--- src/rtl/a2d_arb_pkg.sv ---
// rtl/a2d_arb_pkg.sv - shared state type and requester constants for the A2D arbiter
package a2d_arb_pkg;

  typedef enum logic [1:0] {
    IDLE  = 2'd0,
    START = 2'd1,
    WAIT  = 2'd2,
    GAP   = 2'd3
  } a2d_arb_state_t;

  localparam logic REQ_MOTION = 1'b0;
  localparam logic REQ_HSK    = 1'b1;

  function automatic logic [1:0] owner_onehot(input logic idx);
    return (idx == REQ_HSK) ? 2'b10 : 2'b01;
  endfunction

endpackage

--- src/rtl/a2d_arb_if.sv ---
// rtl/a2d_arb_if.sv - requester and converter signals of the A2D arbiter
interface a2d_arb_if;

  logic        req0;
  logic [2:0]  chnnl0;
  logic        req1;
  logic [2:0]  chnnl1;
  logic        done0;
  logic        done1;
  logic [11:0] res;
  logic        tmo;
  logic [1:0]  gnt;
  logic        strt_cnv;
  logic [2:0]  chnnl;
  logic        cnv_cmplt;
  logic [11:0] A2D_res;

  modport slave (
    input  req0, chnnl0, req1, chnnl1, cnv_cmplt, A2D_res,
    output done0, done1, res, tmo, gnt, strt_cnv, chnnl
  );

  modport master (
    output req0, chnnl0, req1, chnnl1, cnv_cmplt, A2D_res,
    input  done0, done1, res, tmo, gnt, strt_cnv, chnnl
  );

endinterface

--- src/rtl/a2d_arb_tmr.sv ---
// rtl/a2d_arb_tmr.sv - load/decrement counter shared by the watchdog and the idle gap
module a2d_arb_tmr (
  input  logic        clk,
  input  logic        rst_n,
  input  logic        load_i,
  input  logic [15:0] load_val_i,
  input  logic        dec_i,
  output logic        zero_o
);

  logic [15:0] cnt_q;
  logic [15:0] cnt_d;

  always_comb begin
    cnt_d = cnt_q;
    if (load_i) begin
      cnt_d = load_val_i;
    end else if (dec_i && (cnt_q != 16'd0)) begin
      cnt_d = cnt_q - 16'd1;
    end
  end

  always_ff @(posedge clk or negedge rst_n) begin
    if (!rst_n) begin
      cnt_q <= 16'd0;
    end else begin
      cnt_q <= cnt_d;
    end
  end

  assign zero_o = (cnt_q == 16'd0);

endmodule

--- src/rtl/a2d_arb.sv ---
// rtl/a2d_arb.sv - round-robin owner of the shared A2D converter with watchdog and idle gap
module a2d_arb #(
  parameter int GAP = 4,
  parameter int TMO = 1023
) (
  input logic      clk,
  input logic      rst_n,
  a2d_arb_if.slave bus
);

  import a2d_arb_pkg::*;

  // Counter runs to zero, so load one less than the number of cycles to span.
  localparam logic [15:0] TMO_LD = 16'(TMO - 1);
  localparam logic [15:0] GAP_LD = 16'(GAP - 1);

  a2d_arb_state_t state_q, state_d;
  logic        last_q, last_d;
  logic        owner_q, owner_d;
  logic [1:0]  gnt_q, gnt_d;
  logic [2:0]  chnnl_q, chnnl_d;
  logic [11:0] res_q, res_d;
  logic        done0_q, done0_d;
  logic        done1_q, done1_d;
  logic        tmo_q, tmo_d;
  logic        strt_q, strt_d;
  logic        pick;
  logic        tmr_load;
  logic        tmr_dec;
  logic        tmr_zero;
  logic [15:0] tmr_val;

  a2d_arb_tmr u_tmr (
    .clk       (clk),
    .rst_n     (rst_n),
    .load_i    (tmr_load),
    .load_val_i(tmr_val),
    .dec_i     (tmr_dec),
    .zero_o    (tmr_zero)
  );

  always_comb begin
    state_d  = state_q;
    last_d   = last_q;
    owner_d  = owner_q;
    gnt_d    = gnt_q;
    chnnl_d  = chnnl_q;
    res_d    = res_q;
    done0_d  = 1'b0;
    done1_d  = 1'b0;
    tmo_d    = 1'b0;
    strt_d   = 1'b0;
    tmr_load = 1'b0;
    tmr_dec  = 1'b0;
    tmr_val  = TMO_LD;
    pick     = (bus.req0 && bus.req1) ? ~last_q : (bus.req0 ? REQ_MOTION : REQ_HSK);

    unique case (state_q)
      IDLE: begin
        if (bus.req0 || bus.req1) begin
          owner_d = pick;
          last_d  = pick;
          gnt_d   = owner_onehot(pick);
          chnnl_d = (pick == REQ_HSK) ? bus.chnnl1 : bus.chnnl0;
          strt_d  = 1'b1;
          state_d = START;
        end
      end
      START: begin
        tmr_load = 1'b1;
        tmr_val  = TMO_LD;
        state_d  = WAIT;
      end
      WAIT: begin
        // Completion takes priority over a watchdog expiring in the same cycle.
        if (bus.cnv_cmplt || tmr_zero) begin
          res_d    = bus.cnv_cmplt ? bus.A2D_res : res_q;
          tmo_d    = ~bus.cnv_cmplt;
          done0_d  = (owner_q == REQ_MOTION);
          done1_d  = (owner_q == REQ_HSK);
          gnt_d    = 2'b00;
          tmr_load = 1'b1;
          tmr_val  = GAP_LD;
          state_d  = a2d_arb_pkg::GAP;
        end else begin
          tmr_dec = 1'b1;
        end
      end
      a2d_arb_pkg::GAP: begin
        if (tmr_zero) begin
          state_d = IDLE;
        end else begin
          tmr_dec = 1'b1;
        end
      end
      default: state_d = IDLE;
    endcase
  end

  always_ff @(posedge clk or negedge rst_n) begin
    if (!rst_n) begin
      state_q <= IDLE;
      last_q  <= 1'b1;
      owner_q <= REQ_MOTION;
      gnt_q   <= 2'b00;
      chnnl_q <= 3'd0;
      res_q   <= 12'd0;
      done0_q <= 1'b0;
      done1_q <= 1'b0;
      tmo_q   <= 1'b0;
      strt_q  <= 1'b0;
    end else begin
      state_q <= state_d;
      last_q  <= last_d;
      owner_q <= owner_d;
      gnt_q   <= gnt_d;
      chnnl_q <= chnnl_d;
      res_q   <= res_d;
      done0_q <= done0_d;
      done1_q <= done1_d;
      tmo_q   <= tmo_d;
      strt_q  <= strt_d;
    end
  end

  assign bus.done0    = done0_q;
  assign bus.done1    = done1_q;
  assign bus.res      = res_q;
  assign bus.tmo      = tmo_q;
  assign bus.gnt      = gnt_q;
  assign bus.strt_cnv = strt_q;
  assign bus.chnnl    = chnnl_q;

endmodule

--- src/flat_wrapper.sv ---
// flat-port wrapper written by rule: the top's interface ports become plain ports
module a2d_arb_flat import a2d_arb_pkg::*;
#(
  parameter int GAP = 4,
  parameter int TMO = 1023
)
  (clk, rst_n, bus_req0, bus_chnnl0, bus_req1, bus_chnnl1, bus_cnv_cmplt, bus_A2D_res, bus_done0, bus_done1, bus_res, bus_tmo, bus_gnt, bus_strt_cnv, bus_chnnl);
  a2d_arb_if bus_i ();
  input logic clk;
  input logic rst_n;
  input wire logic [$bits(bus_i.req0)-1:0] bus_req0;
  input wire logic [$bits(bus_i.chnnl0)-1:0] bus_chnnl0;
  input wire logic [$bits(bus_i.req1)-1:0] bus_req1;
  input wire logic [$bits(bus_i.chnnl1)-1:0] bus_chnnl1;
  input wire logic [$bits(bus_i.cnv_cmplt)-1:0] bus_cnv_cmplt;
  input wire logic [$bits(bus_i.A2D_res)-1:0] bus_A2D_res;
  output wire logic [$bits(bus_i.done0)-1:0] bus_done0;
  output wire logic [$bits(bus_i.done1)-1:0] bus_done1;
  output wire logic [$bits(bus_i.res)-1:0] bus_res;
  output wire logic [$bits(bus_i.tmo)-1:0] bus_tmo;
  output wire logic [$bits(bus_i.gnt)-1:0] bus_gnt;
  output wire logic [$bits(bus_i.strt_cnv)-1:0] bus_strt_cnv;
  output wire logic [$bits(bus_i.chnnl)-1:0] bus_chnnl;
  assign bus_i.req0 = bus_req0;
  assign bus_i.chnnl0 = bus_chnnl0;
  assign bus_i.req1 = bus_req1;
  assign bus_i.chnnl1 = bus_chnnl1;
  assign bus_i.cnv_cmplt = bus_cnv_cmplt;
  assign bus_i.A2D_res = bus_A2D_res;
  assign bus_done0 = bus_i.done0;
  assign bus_done1 = bus_i.done1;
  assign bus_res = bus_i.res;
  assign bus_tmo = bus_i.tmo;
  assign bus_gnt = bus_i.gnt;
  assign bus_strt_cnv = bus_i.strt_cnv;
  assign bus_chnnl = bus_i.chnnl;
  a2d_arb #(.GAP(GAP), .TMO(TMO)) u_core (.clk(clk), .rst_n(rst_n), .bus(bus_i));
endmodule
--- config.mk ---
export PLATFORM = sky130hd
export DESIGN_NAME = a2d_arb_flat
export DESIGN_NICKNAME = d
export VERILOG_FILES = /design/src/rtl/a2d_arb_pkg.sv /design/src/rtl/a2d_arb_if.sv /design/src/rtl/a2d_arb_tmr.sv /design/src/rtl/a2d_arb.sv /design/src/flat_wrapper.sv
export SDC_FILE = /design/constraint.sdc
export NUM_CORES = 1
export LEC_CHECK = 0
export CELL_PAD_IN_SITES_DETAIL_PLACEMENT = 1
export CELL_PAD_IN_SITES_GLOBAL_PLACEMENT = 1
export CORE_MARGIN = 2
export CORE_UTILIZATION = 43
export CTS_CLUSTER_DIAMETER = 80
export DETAILED_ROUTE_END_ITERATION = 8
export GPL_TIMING_DRIVEN = 0
export PLACE_DENSITY = 0.95
export SLEW_MARGIN = 20
export SYNTH_ARGS = -nofsm -noshare
export SYNTH_HDL_FRONTEND = slang
export SYNTH_SLANG_ARGS = --single-unit
export TNS_END_PERCENT = 1
--- constraint.sdc ---
create_clock -name clk -period 6.4 [get_ports clk]
set_clock_uncertainty 0.15 [all_clocks]
set_input_delay 1.28 -clock clk [delete_from_list [all_inputs] [get_ports clk]]
set_output_delay 1.28 -clock clk [all_outputs]
set_load 0.01 [all_outputs]
==> results of run 1 <==
==> power by group <==
part | leakage (nW) | switching, mW | total, mW | internal [mW]
registers | 0.500 | 0.0943 | 0.461 | 0.367
logic | 0.558 | 0.304 | 0.581 | 0.277
clock network | 0.0681 | 0.0982 | 0.253 | 0.155
==> synth_stat cells, types with 2 or more instances <==
cell type,n
dfrtp_1,40
inv_1,13
mux2_2,13
a21oi_1,9
o21ai_0,9
o31ai_1,9
nand2_1,8
or4_1,8
a31oi_1,7
ha_1,7
nor2_1,6
mux2i_1,5
nor3_1,5
nor4_1,5
or3_1,5
o21ai_1,4
o211ai_1,3
o21a_1,3
a21boi_0,2
and2_1,2
nand2b_1,2
o2111ai_1,2
o22ai_1,2
or2_2,2
or3_2,2
or4_2,2
or4_4,2
==> kinds of logic after synthesis <==
| group | synth area share, % |
|---|---|
| flops | 48.44 |
| compound gates | 16.75 |
| fa+ha+maj | 4.130 |
| buf+inv | 3.775 |
| mux | 9.263 |
| simple gates | 17.64 |
==> worst max-delay path, stage by stage <==
cell	delay, ps
clkdlybuf4s50_1	450
and2_1	190
clkbuf_1	180
o21ai_1	660
o21ai_1	380
or3_1	450
==> per-stage QoR <==
step / total power [mW] / instances / area (sq um) / worst slack, ps
floorplan: 0.7648 / 194 / 2121 / 3654
global placement: 0.9693 / 304 / 2635 / 2676
detailed placement: 1.025 / 305 / 2650 / 2570
CTS: 1.296 / 313 / 2784 / 2856
global route: 1.371 / 313 / 2784 / 2633
finish: 1.295 / 313 / 2784 / 2844
==> worst max path at each step <==
stage                                       end  slack [ps]
after floorplan           u_core.u_tmr.cnt_q[1]        3650
after global placement    u_core.u_tmr.cnt_q[1]        2680
after detailed placement  u_core.u_tmr.cnt_q[1]        2570
after CTS                 u_core.u_tmr.cnt_q[1]        2860
after global routing      u_core.u_tmr.cnt_q[1]        2630
final                     u_core.u_tmr.cnt_q[1]        2840
==> area by class of cell <==
| cell class | count | share of cell area, % |
|---|---|---|
| Buffer | 5 | 1.124 |
| Inverter | 13 | 1.753 |
| Tap cell | 67 | 3.011 |
| Timing Repair Buffer | 44 | 16.00 |
| Multi-Input combinational cell | 135 | 36.40 |
| Clock inverter | 3 | 2.337 |
| Clock buffer | 5 | 2.472 |
| Sequential cell | 41 | 36.90 |
==> sequential cells by signal, indices dropped and copies added (netlist names) <==
name,count
u_core.bus.gnt,2
u_core.bus.tmo,1
u_core.state_q,2
u_core.last_q,1
u_core.bus.done0,1
u_core.bus.res,12
u_core.bus.chnnl,3
u_core.owner_q,1
u_core.bus.done1,1
u_core.u_tmr.cnt_q,16
u_core.bus.strt_cnv,1
==> placed cells by master, fill, tap and decap left out, types with 2 or more instances in the layout <==
cell type and count:
a21boi_0 2, a21oi_1 9, a31oi_1 7, and2_1 2, buf_2 2, bufinv_16 2
clkbuf_8 5, clkdlybuf4s50_1 42, dfrtp_1 40, ha_1 7, inv_1 13, mux2_2 13
mux2i_1 5, nand2_1 8, nand2b_1 2, nor2_1 6, nor3_1 5, nor4_1 5
o2111ai_1 2, o211ai_1 3, o21a_1 3, o21ai_0 9, o21ai_1 4, o22ai_1 2
o31ai_1 9, or2_2 2, or3_1 5, or3_2 2, or4_1 8, or4_2 2
or4_4 2
==> routing by layer <==
layer	wire length (um)	share of wire [%]
met1	2583	38
met2	3778	55
met3	252	3.7
met4	238	3.5
met5	0	0
==> qor.yml, run 1 <==
synth_ff_type: "dfrtp_1"
yosysUniqueCellTypes: 44
drtIter0Drc: 109
wire_per_inst_um: 21.89
p_leak_nw: 1.126
worstSetupStartpointType: "input port"
min_path_type: "reg2reg"
period_needed_ps: 3556
dieArea_sq_um: 5510
syn-num-nets: 224
final_util_pct: 58.55
worstHoldEndpoint: "u_core.bus.done0"
min_period_over_period_pct: 55.56
overflow: 0
timing.max_cap.violations: 0
ant_nets: 0
synth_warnings: 0
synth_edf_count: 0
io_buffers: 43
synth_top_area_cell: "dfrtp_1"
routed_wl_um: 6852
seqCellArea_sq_um: 1027
syn_to_final_growth_pct: 31.27
slew_headroom_pct: 35.40
holdPathStages: 1
cts_sinks: 41
path_max_fanout: 8
status: "completed"
critPathCaptureType: "flop"
n_fill_cell: 522
synthDominantCellAreaShare_pct: 47.20
ff2ff_path_depth: 7
met2_usage_pct: 48.81
ir_worst_vdd_mv: 0.2609
syn_inst: 194
cts_tree: "built"
synth-seq-cells: 41
clk_pin_slew_worst_paths_ps: 90
diodes: 0
initial_utilization_pct: 44.61
cts_buffers: 5
root_buffer: "clkbuf_8"
grt_max_degree: 30
finalWeightedCongestion: 0.8580
yosysSeqAreaShare_pct: 48.44
cts_setup_buffers: 0
synth_area_sq_um: 2121
hold_viol_final: 0
grt_pass1_wl_um: 10980
clkLatencyLatePin_ps: 300
setup_viol: 0
cp-startpoint: "bus_cnv_cmplt"
die_x_um: 74.23
finalMaxSlewViolations: 0
ctsHtreeMaxLevel: 2
drive_above_1_share_pct: 16.26
vias: 1881
r2r_end: "u_core.u_tmr.cnt_q[1]"
critical_path_required_ps: 6440
powerDensity_nw_per_um2: 465.3
routed_via_density: 6.010
coreArea_sq_um: 4755
multiInputGateArea_sq_um: 1013
fin_nets: 275
fmax_ghz: 0.2812
cts_buffer_depth: 2
setup_tns_ps: 0
pin_count: 44
r2r-start: "u_core.state_q[0]"
grt.total_usage_pct: 27.45
async_reset_ff_share_pct: 100.0
top_usage_layer: "met2"
dr.pass1.iters: 4
critPathKind: "in2reg"
min_from: "u_core.owner_q"
dp_hpwl_um: 4513
rows: 25
cts_resized: 0
cts_hold_buffers: 0
grtUsageMet3_pct: 5.014
use_met1_pct: 31.63
grt_pass1_vias: 2026
synth.area.top_cells: "dfrtp_1 (47%), mux2_2 (6.9%), ha_1 (4.1%), o31ai_1 (3.2%), or4_1 (2.8%)"
rsz0062_at_grt: "false"
rrSetupSlack_ps: 3440
arrival_ps: 3590
die_h_um: 74.23
fin_hold_ws_ps: 311.1
drcViolationCount: 0
synth.avg_cell_area_sq_um: 10.93
tightest_slew_ps: 960.2
antenna_found_initial: 0
Power figures use the tool's default switching activity.
==> run 2, diff against run 1 <==
Settings changed: CORE_UTILIZATION 43 to 39, PLACE_DENSITY 0.95 to 0.89.
Clock period 6.4 ns to 3.3 ns, I/O delays scaled along.
==> run 2 against run 1 <==
  * Global-route usage down 7.7 points
  * Count of clock-buffer cells in the layout is 1 higher
  * Sequential share of layout area is 0.64 points higher
  * Combinational power is 86% higher
  * Cell count up 0.96%
  * Hold slack worse by 180 ps
  * Sequential cell count unchanged
  * Utilization down 5.6 points
  * Via count down 5.3%
  * Die area is 9.7% higher
  * Setup slack lost 2400 ps
  * Critical endpoint unchanged
  * Largest cell class unchanged
==> qor.yml, run 2 (synthesis gave the netlist of run 1 again) <==
status: "completed"
die_h_um: 77.74  # +4.7%
wire_per_inst_um: 17.83  # -19%
fmax_ghz: 0.3505
slew_headroom_pct: 54.58  # +19 points
min_path_type: "in2async"
routed_via_density: 5.636  # -6.2%
period_needed_ps: 2853
diodes: 0  # unchanged
grt_pass1_wl_um: 9349  # -15%
routed_wl_um: 5634  # -18%
cts_sinks: 41  # unchanged
ir_worst_vdd_mv: 0.3424  # +31%
cts_hold_buffers: 0  # unchanged
setup_tns_ps: 0  # unchanged
n_fill_cell: 570  # +9.2%
pin_count: 44  # unchanged
tightest_slew_ps: 675.1  # -285.1 ps
grt_max_degree: 26  # -13%
drcViolationCount: 0  # unchanged
critPathCaptureType: "flop"
ctsHtreeMaxLevel: 2  # unchanged
seqCellArea_sq_um: 1027  # unchanged
antenna_found_initial: 0  # unchanged
coreArea_sq_um: 5172  # +8.8%
cts_tree: "built"
min_period_over_period_pct: 86.46
cts_resized: 0  # unchanged
dieArea_sq_um: 6044  # +9.7%
arrival_ps: 2880  # -710 ps
largest_reg_flops: 16  # unchanged
syn_to_final_growth_pct: 29.03
clkLatencyLatePin_ps: 290  # about the same
clk_pin_slew_worst_paths_ps: 80  # about the same
crit_slowest_cell: "o21ai_1"
timing.max_cap.violations: 0  # unchanged
final_cell_mix: "clkdlybuf4s50_1 (42), dfrtp_1 (40), inv_1 (13), mux2_2 (13)"
cts_buffers: 5  # unchanged
multiInputGateArea_sq_um: 1013  # unchanged
dp_hpwl_um: 4185  # -7.3%
fin_nets: 275  # unchanged
largest_register: "u_core.u_tmr.cnt_q"
die_x_um: 77.74  # +4.7%
overflow: 0  # unchanged
setup_viol: 0  # unchanged
rsz0062_at_grt: "false"
setup_slack_ps: 446.7  # -2397 ps
vias: 1781  # -5.3%
critical_path_required_ps: 3320  # -3120 ps
p_leak_nw: 1.103  # -2.1%
critPathKind: "in2reg"
root_buffer: "clkbuf_8"
cts_buffer_depth: 2  # unchanged
grt_pass1_vias: 1983  # -2.1%
final_common_cell: "clkdlybuf4s50_1"
cts_setup_buffers: 0  # unchanged
grt.total_usage_pct: 19.76  # -7.7 points
io_buffers: 43  # unchanged
cp_cell_sequence: "clkdlybuf4s50_1 > and2_1 > clkbuf_1 > o21ai_1 > o21ai_1 > or3_1"
hold_viol_final: 0  # unchanged
worst_path_most_repeated_cell: "o21ai_1"
powerDensity_nw_per_um2: 827.4  # +78%
drtIter0Drc: 106  # -2.8%
initial_utilization_pct: 41.00  # -3.6 points
finalMaxSlewViolations: 0  # unchanged
drive_above_1_share_pct: 15.85  # -0.41 points
path_max_fanout: 8  # unchanged
ant_nets: 0  # unchanged
place_ws_ps: 140.0  # -2430 ps
finalWeightedCongestion: 0.8316  # -3.1%
worstSetupStartpointType: "input port"
rows: 26  # +4.0%
crit_path_max_incr_delay_ps: 580  # -80 ps
dr.pass1.iters: 6  # +2
run 2: per-layer routing:
metal / GRT usage [%] / part of all wire [%] / vias up
met5: 0 / 0 / -
met4: 8.214 / 1.6 / 0
met3: 3.140 / 2.6 / 8
met2: 35.09 / 52 / 35
met1: 23.61 / 43 / 904
li1: - / - / 834
run 2: stage by stage:
stage | cells | hold WS, ps | power [mW] | utilization [%] | area [sq um]
floorplan | 194 | 214.4 | 1.483 | - | 2121
global placement | 307 | 256.9 | 1.877 | 51.02 | 2639
detailed placement | 308 | 275.8 | 1.951 | 51.31 | 2654
CTS | 316 | 152.2 | 2.281 | 52.90 | 2736
global route | 316 | 165.2 | 2.435 | 52.90 | 2736
finish | 316 | 134.8 | 2.264 | 52.90 | 2736
run 2: path summary, 6_finish.rpt:
check | endpoint | cells after the start | startpoint | slack [ps]
worst min register to register | u_core.bus.done0 | 1 | u_core.owner_q | 280
min in group clk | u_core.bus.done0 | 1 | u_core.owner_q | 280
worst min-delay path | u_core.u_tmr.cnt_q[15] | 1 | rst_n | 130
worst max-delay path | u_core.u_tmr.cnt_q[1] | 6 | bus_cnv_cmplt | 450
worst max register to register | u_core.u_tmr.cnt_q[1] | 7 | u_core.state_q[0] | 500
max in group asynchronous | u_core.last_q | 2 | rst_n | 2320
run 2: worst max-delay path: cells and delay by family:
| family | cells | cell delay [ps] |
|---|---|---|
| AO/OA/AOI/OAI | 2 | 940 |
| buffers and inverters | 2 | 650 |
| AND/OR/NAND/NOR | 2 | 630 |
run 2: power breakdown:
part           leakage, nW  internal [mW]  switching, mW  total (mW)
registers            0.500          0.711          0.163       0.874
clock network       0.0450          0.147          0.168       0.315
logic                0.558          0.535          0.541        1.08
run 2: final cells by class:
type                    count  share of cell area [%]
repair buffers             44                   16.28
multi-input cells         135                   37.04
plain buffers               5                   1.143
flip-flops and latches     41                   37.54
clock inverters             2                  0.3658
well taps                  70                   3.201
clock buffers               6                   2.652
inverters                  13                   1.783
==> run 3, diff against run 2 <==
Settings changed: SLEW_MARGIN 20 to default.
==> results of run 3 <==
No change in the layout: final DEF, timing and power equal those of run 2.
